--- src/rtl/traffic_phase_controller.sv ---
// Multi-phase traffic signal controller with an internal interval timer.
// Serves NUM_PHASES signal groups in rotation. Phase 0 is always served;
// other phases are served only if a vehicle was sensed. The block also
// grants one green extension, inserts a pedestrian walk phase, holds
// runtime-programmable intervals and has a flashing-yellow fault mode.
module traffic_phase_controller #(
  parameter int NUM_PHASES = 4,
  parameter int CNT_W      = 8,
  parameter int T_BASE_DEF = 6,
  parameter int T_EXT_DEF  = 3,
  parameter int T_YEL_DEF  = 2,
  parameter int T_WALK_DEF = 7
) (
  input  logic                          clock,
  input  logic                          reset_n,
  input  logic                          tick,
  input  logic [NUM_PHASES-1:0]         sensor,
  input  logic                          walk_req,
  input  logic                          prog,
  input  logic [1:0]                    prog_sel,
  input  logic [CNT_W-1:0]              prog_val,
  input  logic                          flash_mode,
  output logic [NUM_PHASES-1:0]         green,
  output logic [NUM_PHASES-1:0]         yellow,
  output logic [NUM_PHASES-1:0]         red,
  output logic                          walk,
  output logic [$clog2(NUM_PHASES)-1:0] phase_idx
);

  localparam int               PW      = $clog2(NUM_PHASES);
  localparam logic [PW-1:0]    LAST_PH = PW'(NUM_PHASES - 1);
  localparam logic [CNT_W-1:0] ONE     = CNT_W'(1);

  typedef enum logic [2:0] {
    S_ALL_RED, S_SELECT, S_GREEN, S_GREEN_EXT, S_YELLOW, S_WALK, S_FLASH
  } state_t;

  state_t                  state_q, state_d;
  logic [PW-1:0]           phase_q, phase_d;
  logic [CNT_W-1:0]        cnt_q, cnt_d;
  logic                    flash_q, flash_d;
  logic                    ext_used_q, ext_used_d;
  logic                    walk_pending_q, walk_pending_d;
  logic [NUM_PHASES-1:0]   demand_q, demand_d;
  logic [CNT_W-1:0]        t_base_q, t_base_d;
  logic [CNT_W-1:0]        t_ext_q, t_ext_d;
  logic [CNT_W-1:0]        t_yel_q, t_yel_d;
  logic [CNT_W-1:0]        t_walk_q, t_walk_d;
  logic [NUM_PHASES-1:0]   green_q, green_d;
  logic [NUM_PHASES-1:0]   yellow_q, yellow_d;
  logic [NUM_PHASES-1:0]   red_q, red_d;
  logic                    walk_q, walk_d;

  logic [PW-1:0]           next_ph;
  logic [NUM_PHASES-1:0]   dem_set, dem_clr;
  logic                    walk_clr;
  logic                    expire;

  // A programmed interval of zero still has to last one tick.
  function automatic logic [CNT_W-1:0] ld(input logic [CNT_W-1:0] v);
    return (v == '0) ? ONE : v;
  endfunction

  // Interval register writes; a write only matters at the next timer load.
  always_comb begin
    t_base_d = t_base_q;
    t_ext_d  = t_ext_q;
    t_yel_d  = t_yel_q;
    t_walk_d = t_walk_q;
    if (prog) begin
      case (prog_sel)
        2'd0:    t_base_d = prog_val;
        2'd1:    t_ext_d  = prog_val;
        2'd2:    t_yel_d  = prog_val;
        default: t_walk_d = prog_val;
      endcase
    end
  end

  // Next-state, timer, demand and walk bookkeeping.
  always_comb begin
    state_d    = state_q;
    phase_d    = phase_q;
    cnt_d      = cnt_q;
    flash_d    = flash_q;
    ext_used_d = ext_used_q;
    dem_clr    = '0;
    walk_clr   = 1'b0;
    next_ph    = (phase_q == LAST_PH) ? '0 : phase_q + PW'(1);
    // the phase being served cannot re-request itself while it is green
    dem_set    = sensor;
    if (state_q == S_GREEN || state_q == S_GREEN_EXT)
      dem_set = sensor & ~(NUM_PHASES'(1) << phase_q);
    expire     = tick && (cnt_q == ONE);

    if (flash_mode) begin
      if (state_q != S_FLASH) begin
        state_d = S_FLASH;
        flash_d = 1'b0;
      end else if (tick) begin
        flash_d = ~flash_q;
      end
    end else begin
      if (tick && state_q != S_SELECT && state_q != S_FLASH)
        cnt_d = cnt_q - ONE;
      case (state_q)
        S_ALL_RED: if (expire) begin
          if (walk_pending_q) begin
            state_d  = S_WALK;
            cnt_d    = ld(t_walk_q);
            walk_clr = 1'b1;
          end else begin
            state_d = S_SELECT;
          end
        end
        S_WALK: if (expire) state_d = S_SELECT;
        S_SELECT: begin
          phase_d = next_ph;
          if (next_ph == '0 || demand_q[next_ph]) begin
            state_d    = S_GREEN;
            cnt_d      = ld(t_base_q);
            ext_used_d = 1'b0;
            dem_clr    = NUM_PHASES'(1) << next_ph;
          end
        end
        S_GREEN: if (expire) begin
          if (sensor[phase_q] && !ext_used_q) begin
            state_d    = S_GREEN_EXT;
            cnt_d      = ld(t_ext_q);
            ext_used_d = 1'b1;
          end else begin
            state_d = S_YELLOW;
            cnt_d   = ld(t_yel_q);
          end
        end
        S_GREEN_EXT: if (expire) begin
          state_d = S_YELLOW;
          cnt_d   = ld(t_yel_q);
        end
        S_YELLOW: if (expire) begin
          state_d = S_ALL_RED;
          cnt_d   = ONE;
        end
        default: begin
          // leaving flash (or an illegal encoding) restarts the rotation at phase 0
          state_d = S_ALL_RED;
          phase_d = LAST_PH;
          cnt_d   = ONE;
        end
      endcase
    end

    demand_d       = (demand_q | dem_set) & ~dem_clr;
    walk_pending_d = (walk_pending_q & ~walk_clr) | walk_req;
  end

  // Lamp decode from the next state so the lamp flops mirror the state flops.
  always_comb begin
    green_d  = '0;
    yellow_d = '0;
    red_d    = '1;
    walk_d   = 1'b0;
    case (state_d)
      S_GREEN, S_GREEN_EXT: begin
        green_d = NUM_PHASES'(1) << phase_d;
        red_d   = ~green_d;
      end
      S_YELLOW: begin
        yellow_d = NUM_PHASES'(1) << phase_d;
        red_d    = ~yellow_d;
      end
      S_WALK:  walk_d = 1'b1;
      S_FLASH: begin
        red_d    = '0;
        yellow_d = {NUM_PHASES{flash_d}};
      end
      default: ;
    endcase
  end

  // All state, interval and lamp registers.
  always_ff @(posedge clock or negedge reset_n) begin
    if (!reset_n) begin
      state_q        <= S_ALL_RED;
      phase_q        <= LAST_PH;
      cnt_q          <= ONE;
      flash_q        <= 1'b0;
      ext_used_q     <= 1'b0;
      walk_pending_q <= 1'b0;
      demand_q       <= '0;
      t_base_q       <= CNT_W'(T_BASE_DEF);
      t_ext_q        <= CNT_W'(T_EXT_DEF);
      t_yel_q        <= CNT_W'(T_YEL_DEF);
      t_walk_q       <= CNT_W'(T_WALK_DEF);
      green_q        <= '0;
      yellow_q       <= '0;
      red_q          <= '1;
      walk_q         <= 1'b0;
    end else begin
      state_q        <= state_d;
      phase_q        <= phase_d;
      cnt_q          <= cnt_d;
      flash_q        <= flash_d;
      ext_used_q     <= ext_used_d;
      walk_pending_q <= walk_pending_d;
      demand_q       <= demand_d;
      t_base_q       <= t_base_d;
      t_ext_q        <= t_ext_d;
      t_yel_q        <= t_yel_d;
      t_walk_q       <= t_walk_d;
      green_q        <= green_d;
      yellow_q       <= yellow_d;
      red_q          <= red_d;
      walk_q         <= walk_d;
    end
  end

  assign green     = green_q;
  assign yellow    = yellow_q;
  assign red       = red_q;
  assign walk      = walk_q;
  assign phase_idx = phase_q;

endmodule

--- config.mk ---
export PLATFORM = sky130hd
export DESIGN_NAME = traffic_phase_controller
export DESIGN_NICKNAME = d
export VERILOG_FILES = /design/src/rtl/traffic_phase_controller.sv
export SDC_FILE = /design/constraint.sdc
export NUM_CORES = 1
export LEC_CHECK = 0
export ABC_CLOCK_PERIOD_IN_PS = 6210
export CORE_ASPECT_RATIO = 2
export CORE_MARGIN = 2
export CORE_UTILIZATION = 60
export CTS_BUF_LIST = sky130_fd_sc_hd__clkbuf_2
export DETAILED_ROUTE_END_ITERATION = 7
export PLACE_DENSITY = 0.93
export SYNTH_ARGS = -nofsm -noshare
export SYNTH_HDL_FRONTEND = slang
export SYNTH_SLANG_ARGS = --single-unit
--- constraint.sdc ---
create_clock -name clock -period 6.21 [get_ports clock]
set_input_delay 1.242 -clock clock [delete_from_list [all_inputs] [get_ports clock]]
set_output_delay 1.242 -clock clock [all_outputs]
set_load 0.005 [all_outputs]
After elaboration in Yosys (flattened, before gate mapping)
Cells that the tools add are included. Widths: inputs -> output; s select.

Register bits: 65. Input bits: 20. Logic and storage cells: 127. Output and inout bits: 15.

Reduce and logical (&&, ||, !) cells: 24. Equal/unequal tests: 19. Multiplexer cells: 50. $add $sub $neg: 2. Bitwise logic cells: 12. Shift operators: 3. $lt $le $gt $ge: 2.

Operators with widths (number): $mux 8 (12); $pmux 8 s6 (1); $logic_not 8->1 (4); $mux 3 (10); $mux 4 (5); $pmux 3 s6 (1); $pmux 4 s2 (2); $eq 3x3->1 const B (5); $mux 1 (13); $eq 3x2->1 const B (4); $not 4->4 (3); $shl 1x2->4 const A (3); $and 4x4->4 (2); $eq 8x1->1 const B (1); $reduce_and 2->1 (4); $sub 8x1->8 const B (1); $lt 2x3->1 const B (2); $reduce_or 3->1 (2); $reduce_and 5->1 (1); $reduce_or 5->1 (1); $bmux 1 s2 (2); $eq 2x2->1 const B (2); $logic_and 1x1->1 (4); $logic_not 2->1 (2); 19 further kinds (25).

Logic depth before layout (Yosys ltp)
Depth after elaboration: 11. Gate-level depth with buffers: 8. Mapped depth without buffers: 8.

Worst setup path before layout
OpenSTA, ideal clock, no wires.

Path type: in2reg. From: in tick. To: reg cnt_q[4]. Stages: 6. Data arrival time: 2544 ps. Required time: 6147 ps. Slack: 3604 ps. Path through: nor4bb_1 and3_1 clkbuf_1 a22oi_1 o221ai_1 a21o_2.

Cells in the longest elaborated chain, start to end: 6. Elaborated cells between the ends (all ways): 11. Those cells by class: mux (8); reduce/logical (3).

RTL lines: start, declared (line 16) `input logic tick,`; $logic_and 1x1->1 (2 in series) (line 104) `if (tick && state_q != S_SELECT && state_q != S_FLASH)`; $mux 8 (line 104); $mux 8 (line 108) `if (walk_pending_q) begin`; $mux 8 (line 107) `S_ALL_RED: if (expire) begin`; $pmux 8 s6 * (line 106) `case (state_q)`; end signal, assigned (line 202) `cnt_q <= cnt_d;`; end, declared (line 40) `logic [CNT_W-1:0] cnt_q, cnt_d;`.

Mark *: on every way between the ends. The rest lies on a longest branch, timed or not. A chain may end at the register's enable or synchronous reset.

Worst setup path after layout
From: in tick. To: reg yellow_q[3] (netlist: yellow[3]).

Cells in the longest elaborated chain, start to end: 6. Elaborated cells between the ends (all ways): 14. Those cells by class: eq/ne (2); mux (11); reduce/logical (1).

RTL lines: $logic_and 1x1->1 * (line 94) `expire = tick && (cnt_q == ONE);`; $mux 3 (on tied branches); $pmux 3 s6 * (line 106); $mux 3 * (line 96) `if (flash_mode) begin`; net state_d[0] (line 38) `state_t state_q, state_d;`; $eq 3x3->1 (line 163) `case (state_d)`; $pmux 4 s2 * (line 163); net yellow_d[3] (line 50) `logic [NUM_PHASES-1:0] yellow_q, yellow_d;`; end signal, assigned (line 212) `yellow_q <= yellow_d;`; end, declared (line 50).

The timed path passes the listed nets; every way through them passes the cells marked *.

==> out/qor.csv <==
stage,metric,value,unit
pwr,irDropWorstVdd,0.355,mV
outcome,status,"complete, no violations",
sta,skew,0.0459,ns
place,placed_cells,397,
clock_tree,cts_tree,yes,
sta,setup_viol,0,
setup_path,critPathMaxStageDelay,0.68,ns
clock_tree,cts-hold-fix-buffers,0,
yosys,postSynth.asyncResetShare,100,%
sta,rsz0062_at_grt,false,
yosys,netlist_top_cells_area,"dfrtp_1 37%, dfstp_2 12%, mux2_2 11%",
setup_path,crit_path_end_kind,register,
min_path,min_path_cells,1,
final_layout,final_nets,373,
place,dp_hpwl,5.68,mm
min_path,min_path_type,reg2reg,
pwr,powerDensity,361,nW/um^2
floorplan,rows,39,
sta,max_freq,321,MHz
yosys,synth_nets,336,
routing,final_antenna_net_count,0,
yosys,synth-edff-count,0,
yosys,yosysMostFrequentCell,dfrtp_1,
sta,tns,0,ns
setup_path,arrival,3.54,ns
routing,drt_first_pass_iters,4,
sta,timing.hold.ws,0.556,ns
setup_path,reg2reg_to,cnt_q[3],
yosys,syn_area,3430,sq um
sta,hold_viol_final,0,
place,place.gp.congestion,1.03,
clock_tree,cts_sinks,65,
clock_tree,root_buffer,clkbuf_2,
global_routing,gr-total-overflow,0,
setup_path,cp-start-kind,primary input,
clock_tree,cts_resized,0,
global_routing,grt_antenna_before_repair,0,
yosys,yosys_warnings,0,
final_layout,diodes,0,
global_routing,grt_pass1_vias,2779,
setup_path,worst_path_max_delay_cell,nor4bb_1,
setup_path,cp.required,6.63,ns
clock_tree,clk_pin_slew,0.19,ns
sta,slew_headroom,21.1,%
yosys,synth_top_area_cell,dfrtp_1,
final_layout,drive_above_1_share,21.9,%
min_path,whs_endpoint,t_yel_q[0],
yosys,avgSynthCellArea,11.1,sq um
sta,worst_pin_slew,1.18,ns
yosys,ys_ff_latch,65,
routing,drc,0,
clock_tree,clk_latency,0.56,ns
yosys,synth_cell_types,55,
global_routing,grt_pass1_wl,13.5,mm
routing,totalWireLength,8.28,mm
setup_path,crit_start,tick,
setup_path,critPathKind,in2reg,
min_path,hp-start,t_yel_q[0],
setup_path,ff2ff_setup_slack,3.23,ns
clock_tree,cts_setup_buffers,0,
pwr,total_power,1420,uW
clock_tree,cts_made_buffers,9,
routing,wl_per_cell,20.0,um
place,io_buffers,34,
yosys,ys_seq_area_share,48.0,%
clock_tree,clk_path_buf_depth,2,
routing,viasPerCell,6.67,
yosys,synthCells,310,
yosys,synth_top_flop_cell,dfrtp_1,
setup_path,r2r_cells,7,
sta,period_share,50.2,%
final_layout,fin_cells,413,
sta,drv_slew,0,
floorplan,die_y,111,um
sta,fin_crit,3.12,ns
setup_path,cp_max_fo,7,
yosys,synth_top_cells_by_count,"50 x dfrtp_1, 32 x mux2_2, 18 x nor2_1, 17 x nand2_1",
floorplan,die_w,57.4,um
pwr,leakagePower,0.00168,uW
setup_path,r2r-start,phase_idx[0],
final_layout,syn_to_final_growth,15.1,%
floorplan,die_area,6370,sq um
floorplan,io_pins,35,
yosys,synth.top_cell.area_share,36.5,%
global_routing,grt_max_degree,66,
floorplan,coreArea,5610,sq um
setup_path,cp_cell_sequence,"clkdlybuf4s50_1, nor4bb_1, a211oi_1, o21bai_1, a31o_2, inv_1, o31ai_1",
flow_run,maxCapViolations,0,
routing,drt_iter0_markers,236,
clock_tree,htree_num_levels,3,
floorplan,initial_utilization,61.0,%
global_routing,grtUsageTotal,27.9,%
routing,num_vias,2755,
==> layout make-up <==
type	instances	area, sq um
clock buffer	10	50.0
clock inverter	6	108
fill	426	1670
inverter	11	41.3
multi-input combinational	223	1670
sequential	65	1650
tap	61	76.3
timing repair buffer	37	358
==> per-stage QoR <==
step,worst slack (ns),util (%),instance area (sq um)
2_1_floorplan,3.60,-,3430
3_3_place_gp,2.78,67.5,3790
3_5_place_dp,2.68,67.5,3790
4_1_cts,3.21,70.3,3940
5_1_grt,2.89,70.3,3940
6_report,3.09,70.3,3940
==> sequential cells by signal, summed over array words and instances, names as in the netlist <==
signal and flops:
demand_q 4, ext_used_q 1, flash_q 1, walk_pending_q 1
t_yel_q 8, walk 1, t_walk_q 8, yellow 4
green 4, red 4, cnt_q 8, t_base_q 8
phase_idx 2, t_ext_q 8, state_q 3
==> logic make-up after synthesis <==
logic type                 Yosys count  share of synthesized area, %
xor gates and xnor gates             6                          1.53
adders and majority gates            6                          2.19
muxes                               44                          14.0
and+or+nand+nor                     89                          14.0
DFF                                 65                          48.0
AOI/OAI and AO/OA                   78                          16.9
buffers and inverters               22                          3.36
==> power breakdown <==
part	total [uW]	internal (uW)	leakage [uW]	switching (uW)
logic	466	220	0.000819	246
registers	622	527	0.000766	95.4
clock network	334	174	0.0000935	160
total	1420	921	0.00168	502
==> layout by cell type (no fill, tap or decap), drive strengths merged, types with 3 or more instances in the layout <==
cell            n
nor4            8
mux2i          12
dfstp          15
inv            11
o22ai           4
nor3           11
o31ai           6
mux2           32
ha              6
a21oi          15
nand3           5
nor2b           5
dfrtp          50
nand3b          3
nand2b          3
nand2          17
and3            4
a21o            9
clkinv          3
xnor2           3
xor2            3
a22oi           7
clkbuf         10
o21ai           8
o221ai         10
bufinv          3
buf             4
clkdlybuf4s50  33
nor2           19
==> per-layer routing <==
layer | GRT usage (%) | part of all wire (%)
met4 | 16.0 | 3.6
met3 | 5.60 | 6.6
met1 | 36.4 | 40
met2 | 42.5 | 50
met5 | 0 | 0
==> worst max-delay path by stage <==
stage,end,depth (start not counted),slack (ns)
3_3_place_gp,cnt_q[3],6,2.78
5_1_grt,yellow[3],6,2.89
3_5_place_dp,yellow[3],7,2.68
6_report,yellow[3],7,3.09
4_1_cts,phase_idx[1],1,3.21
2_1_floorplan,cnt_q[4],6,3.60
==> worst max-delay path: cells and delay by family <==
family                 cells  cell delay (ns)
AO/OA/AOI/OAI              4             0.89
buffers and inverters      2             0.73
AND/OR/NAND/NOR            1             0.68
Power figures use the tool's default switching activity.
==> variant 1, RTL diff (same settings) <==
Encoding of `state_t`: now one-hot (7 bits for 7 states).
--- a/src/rtl/traffic_phase_controller.sv
+++ b/src/rtl/traffic_phase_controller.sv
@@ -31,8 +31,8 @@
   localparam logic [PW-1:0]    LAST_PH = PW'(NUM_PHASES - 1);
   localparam logic [CNT_W-1:0] ONE     = CNT_W'(1);
 
-  typedef enum logic [2:0] {
-    S_ALL_RED, S_SELECT, S_GREEN, S_GREEN_EXT, S_YELLOW, S_WALK, S_FLASH
+  typedef enum logic [6:0] {
+    S_ALL_RED = 7'b0000001, S_SELECT = 7'b0000010, S_GREEN = 7'b0000100, S_GREEN_EXT = 7'b0001000, S_YELLOW = 7'b0010000, S_WALK = 7'b0100000, S_FLASH = 7'b1000000
   } state_t;
 
   state_t                  state_q, state_d;
Formal check against the unedited RTL: no difference found for any inputs over 4 cycles, from zero or initial values and one cycle with reset_n low; so few cycles prove little.
==> variant 1 against the original RTL <==
Hold slack got worse by 0.021 ns. Synthesized area increased by 13%. Design area increased by 9.7%. Critical path depth unchanged. Sequential cell count increased by 4. Maximum frequency decreased by 8.4%. Worst setup slack got worse by 0.29 ns. Register-to-register slack improved by 0.07 ns. Die area increased by 12%. Wire length increased by 20%. Largest cell class unchanged.
Power is not compared: it rests on default switching activity, and its combinational part moved more than twofold at a synthesized area within 25%.
==> variant 1: results (changes against the original RTL) <==
- The synthesized netlist net count is 387 (was 336).
- Summed over all cells, the static leakage comes to 0.00171 µW.
- Synth cell count leaders: sky130_fd_sc_hd__dfrtp_1, sky130_fd_sc_hd__mux2_2, sky130_fd_sc_hd__a21oi_1, sky130_fd_sc_hd__nor3_1, sky130_fd_sc_hd__nor2_1 (was sky130_fd_sc_hd__dfrtp_1, sky130_fd_sc_hd__mux2_2, sky130_fd_sc_hd__nor2_1, sky130_fd_sc_hd__nand2_1).
- The final net count is 419 (was 373).
- The number of cell instances on the worst register-to-register path is 8 (was 7).
- The remaining global-route overflow was 0 (unchanged).
- The post-detailed-route via-to-cell ratio is 6.50 (was 6.67).
- The post-synthesis instance total is 361 (was 310).
- The number of antenna diodes is 0 (unchanged).
- The final routed wire length divided by cell count was 20.5 µm (was 20.0 µm).
- The clock tree skew after final layout is 0.0208 ns (was 0.0459 ns).
- The transition time at the pin with the least slew margin is 0.903 ns (was 1.18 ns).
- The worst-case IR drop observed on VDD is 171 µV.
- The instance count along the most critical hold path is 1 (unchanged).
- The delay contributed by the slowest stage of the critical path is 0.86 ns (was 0.68 ns).
- The largest fanout on the critical path came to 17 (was 7).
- The startpoint of the worst hold path is flash_q (was t_yel_q[0]).
- The global-route usage over all layers came to 30.9% (was 27.9%).
- The number of fill cells came to 494 (was 426).
- The register-to-register setup slack is 3.30 ns (was 3.23 ns).
- The largest net degree at the start of global routing was 70 (was 66).
- The final hold slack is 0.536 ns (was 0.556 ns).
- The most used flip-flop cell after synthesis is sky130_fd_sc_hd__dfrtp_1 (unchanged).
- The half-perimeter wire length after detailed placement is 7460 µm (was 5680 µm).
- The global-route wire length before repair was 16200 µm (was 13500 µm).
- The share of synthesized area occupied by flip-flops and latches is 45.2% (was 48.0%).
- The number of synthesis warnings is 0 (unchanged).
- The number of standard cells in the final layout excluding fillers is 484 (was 413).
- Ranking of synthesized cells by area: sky130_fd_sc_hd__dfrtp_1, sky130_fd_sc_hd__dfstp_2, sky130_fd_sc_hd__mux2_2 (unchanged).
- The detailed-router iteration count before antenna repair is 6 (was 4).
- The largest delay contributor family on the critical path is simple AND/OR/NAND/NOR gates (was compound AO/OA/AOI/OAI gates).
- The fraction of final layout cells sized beyond drive strength 1 is 25.4% (was 21.9%).
- The count of cell types in the netlist is 75 (was 55).
- The final estimated routing congestion in global placement came to 0.950 (was 1.03).
- The endpoint with the worst hold slack is flash_q (was t_yel_q[0]).
- The number of buffers on the longest clock path is 2 (unchanged).
- The via count of the first global-routing pass is 3312 (was 2779).
- The iteration-0 DRC count of the detailed router came to 235 (was 236).
- The total placed cells including tap cells came to 468 (was 397).
- The post-cts sizing count is 0 (unchanged).
- Outcome: finished clean (unchanged).
- The worst setup slack after placement came to 2.24 ns (was 2.68 ns).
- The cell at the slowest stage of the critical path was sky130_fd_sc_hd__nor3_1 (was sky130_fd_sc_hd__nor4bb_1).
- The endpoint arrival time on the critical path is 3.91 ns (was 3.54 ns).
- The end of the worst register-to-register path is red[2] (was cnt_q[3]).
==> variant 1: changes by cell type after synthesis, moves of 4 or more <==
cell and change:
sky130_fd_sc_hd__nor2b_1 -4, sky130_fd_sc_hd__a21oi_1 +13, sky130_fd_sc_hd__o21ai_0 +5, sky130_fd_sc_hd__mux2i_1 -12, sky130_fd_sc_hd__nand3_1 +9, sky130_fd_sc_hd__o221ai_1 -10
sky130_fd_sc_hd__nor3_1 +10
==> variant 1: worst max-delay path by stage <==
stage | to | slack [ns] | depth (start not counted)
floorplan | yellow[1] | 3.30 | 6
finish | cnt_q[1] | 2.80 | 7
CTS | cnt_q[1] | 2.83 | 7
global route | cnt_q[1] | 2.64 | 7
global placement | cnt_q[1] | 2.36 | 7
detailed placement | cnt_q[1] | 2.24 | 7
==> variant 1: layout make-up <==
cell class,instances,area (µm²),area share [%]
flip-flops and latches,69,1750,40.4
clock inverters,5,51.3,1.19
multi-input cells,263,1960,45.3
well taps,86,108,2.49
repair buffers,37,358,8.27
clock buffers,11,55.1,1.27
inverters,13,48.8,1.13
==> variant 1: metal layers <==
metal,GRT usage (%),routed length (µm),vias to the layer above
li1,-,-,1413
met1,31.0,3330,1531
met2,50.9,5390,139
met3,7.25,453,64
met4,24.3,766,0
met5,0,0,-
==> variant 1: cell families after synthesis <==
logic type	count (synthesis)	synth area share, %
muxes	34	10.5
and+or+nand+nor	119	17.9
AOI/OAI and AO/OA	97	18.3
xor gates and xnor gates	7	2.07
DFF	69	45.2
adders and majority gates	6	1.94
buffers and inverters	29	4.17
==> variant 1: metrics by stage <==
| step | total power (µW) | area [µm²] |
|---|---|---|
| after floorplan | 656 | 3870 |
| after global placement | 719 | 4220 |
| after detailed placement | 727 | 4220 |
| after CTS | 971 | 4330 |
| after global routing | 1020 | 4330 |
| final | 971 | 4330 |
==> variant 1: power by group through the flow <==
| stage | sequential (µW) | clock (µW) | combinational, µW |
|---|---|---|---|
| 2_1_floorplan | 541 | 0 | 115 |
| 3_3_place_gp | 556 | 0 | 163 |
| 3_5_place_dp | 559 | 0 | 168 |
| 4_1_cts | 550 | 251 | 170 |
| 5_1_grt | 558 | 274 | 186 |
| 6_report | 553 | 247 | 171 |
==> variant 2, RTL diff (config.mk and constraints unchanged) <==
Made on the original files. Set the parameter `T_WALK_DEF` to 4 (it was 7).
--- a/src/rtl/traffic_phase_controller.sv
+++ b/src/rtl/traffic_phase_controller.sv
@@ -9,7 +9,7 @@
   parameter int T_BASE_DEF = 6,
   parameter int T_EXT_DEF  = 3,
   parameter int T_YEL_DEF  = 2,
-  parameter int T_WALK_DEF = 7
+  parameter int T_WALK_DEF = 4
 ) (
   input  logic                          clock,
   input  logic                          reset_n,
Formal check against the unedited RTL: not equivalent (Yosys sat finds a counterexample within 10 cycles, from zero or initial values and one cycle with reset_n low).
==> variant 2 against the original RTL <==
Power decreased by 9.2%. Synthesized cell count did not move. Synthesized area barely moved. Sequential cell count unchanged. Design area is 2.0% lower. Worst setup slack better by 0.072 ns. Wire length shrank 1.4%. Largest cell class unchanged. Highest routed layer unchanged.
==> variant 2: results (changes against the original RTL) <==
- Outcome: finished clean (unchanged).
- The insertion delay to the later sink of the worst-skew pair was 0.56 ns (about the same).
- Synth cell count leaders: sky130_fd_sc_hd__dfrtp_1, sky130_fd_sc_hd__mux2_2, sky130_fd_sc_hd__nor2_1, sky130_fd_sc_hd__nand2_1, sky130_fd_sc_hd__a21oi_1 (was sky130_fd_sc_hd__dfrtp_1, sky130_fd_sc_hd__mux2_2, sky130_fd_sc_hd__nor2_1, sky130_fd_sc_hd__nand2_1).
- The cell area after placement was 0.00378 mm² (was 0.00379 mm²).
- The leakage dissipation was 0.00164 µW (was 0.00168 µW).
- The total CTS buffers is 9 (unchanged).
- The global-route wire length before repair is 13600 µm (was 13500 µm).
- The fraction of final layout cells sized beyond drive strength 1 is 20.7% (was 21.9%).
- The clock tree skew after final layout is 0.0214 ns (was 0.0459 ns).
- The global-route usage over all layers was 27.7% (was 27.9%).
- The largest fanout on the critical path is 12 (was 7).
- Ranking of synthesized cells by area: sky130_fd_sc_hd__dfrtp_1, sky130_fd_sc_hd__mux2_2, sky130_fd_sc_hd__dfstp_2 (was sky130_fd_sc_hd__dfrtp_1, sky130_fd_sc_hd__dfstp_2, sky130_fd_sc_hd__mux2_2).
- The cell at the slowest stage of the critical path is sky130_fd_sc_hd__a221oi_2 (was sky130_fd_sc_hd__nor4bb_1).
- The endpoint arrival time on the critical path is 3.52 ns (was 3.54 ns).
- The final estimated routing congestion in global placement is 1.01 (was 1.03).
- The adder-cell share of the synthesized area came to 2.19% (about the same).
- The synthesized-area fraction occupied by xor and xnor cells is 1.54% (was 1.53%).
- The cell chosen for the clock root is sky130_fd_sc_hd__clkbuf_2 (unchanged).
- The iteration-0 DRC count of the detailed router came to 168 (was 236).
- The proportion of synthesized area in mux cells is 14.0% (about the same).
- The post-detailed-routing wire length is 8170 µm (was 8280 µm).
- The via count of the first global-routing pass is 2798 (was 2779).
- The worst supply voltage drop on vdd was 240 µV (was 355 µV).
- The share of synthesized area occupied by flip-flops and latches is 48.0% (about the same).
- The compound-cell area share of the yosys netlist came to 16.9% (about the same).
- The post-detailed-route via-to-cell ratio is 6.69 (was 6.67).
- The detailed-router iteration count before antenna repair is 5 (was 4).
- The delay contributed by the slowest stage of the critical path is 0.92 ns (was 0.68 ns).
- The number of synthesis warnings is 0 (unchanged).
## variant 2: worst paths after layout
check / depth (start not counted) / slack (ns) / endpoint / startpoint
worst max-delay path: 7 / 3.16 / cnt_q[3] / phase_idx[0]
worst min-delay path: 2 / 0.56 / ext_used_q / ext_used_q
worst max register to register: 7 / 3.16 / cnt_q[3] / phase_idx[0]
worst min register to register: 2 / 0.56 / ext_used_q / ext_used_q
max in group asynchronous: 2 / 4.85 / t_walk_q[5] / reset_n
min in group asynchronous: 2 / 0.83 / cnt_q[1] / reset_n
## variant 2: through the flow
stage	setup WS (ns)	util (%)	instances
6_report	3.16	68.9	413
5_1_grt	3.07	68.9	413
4_1_cts	3.21	68.9	413
3_5_place_dp	2.74	67.4	397
3_3_place_gp	2.79	67.4	397
2_1_floorplan	3.60	-	310
## variant 2: layout make-up
class | instances | area, µm²
tap | 61 | 76.3
sequential | 65 | 1640
fill | 422 | 1750
inverter | 11 | 41.3
clock inverter | 7 | 37.5
timing repair buffer | 37 | 358
multi-input combinational | 223 | 1670
clock buffer | 9 | 45.0
## variant 2: cells by family after synthesis
kind of cell,after synthesis
muxes,44
xor gates and xnor gates,6
and+or+nand+nor,89
DFF,65
buffers and inverters,22
adders and majority gates,6
AOI/OAI and AO/OA,78
## variant 2: layer usage
layer	share of wire, %	routed length (µm)	vias up	global-route usage, %
met4	3.1	251	0	14.9
met3	7.9	643	32	8.75
met5	0	0	-	0
li1	-	-	1241	-
met2	50	4120	143	41.8
met1	39	3150	1345	34.9
## variant 2: power by group
group	total [µW]	leakage [µW]	switching, µW	internal (µW)
Clock	207	0.0000542	160	47.7
Combinational	464	0.000819	244	220
Sequential	621	0.000768	95.6	525
## variant 2: tightest hold or removal path: stages, from the launching register on
cell and delay [ns]:
sky130_fd_sc_hd__dfrtp_1 0.39, sky130_fd_sc_hd__o21ai_0 0.08, sky130_fd_sc_hd__o31ai_1 0.07
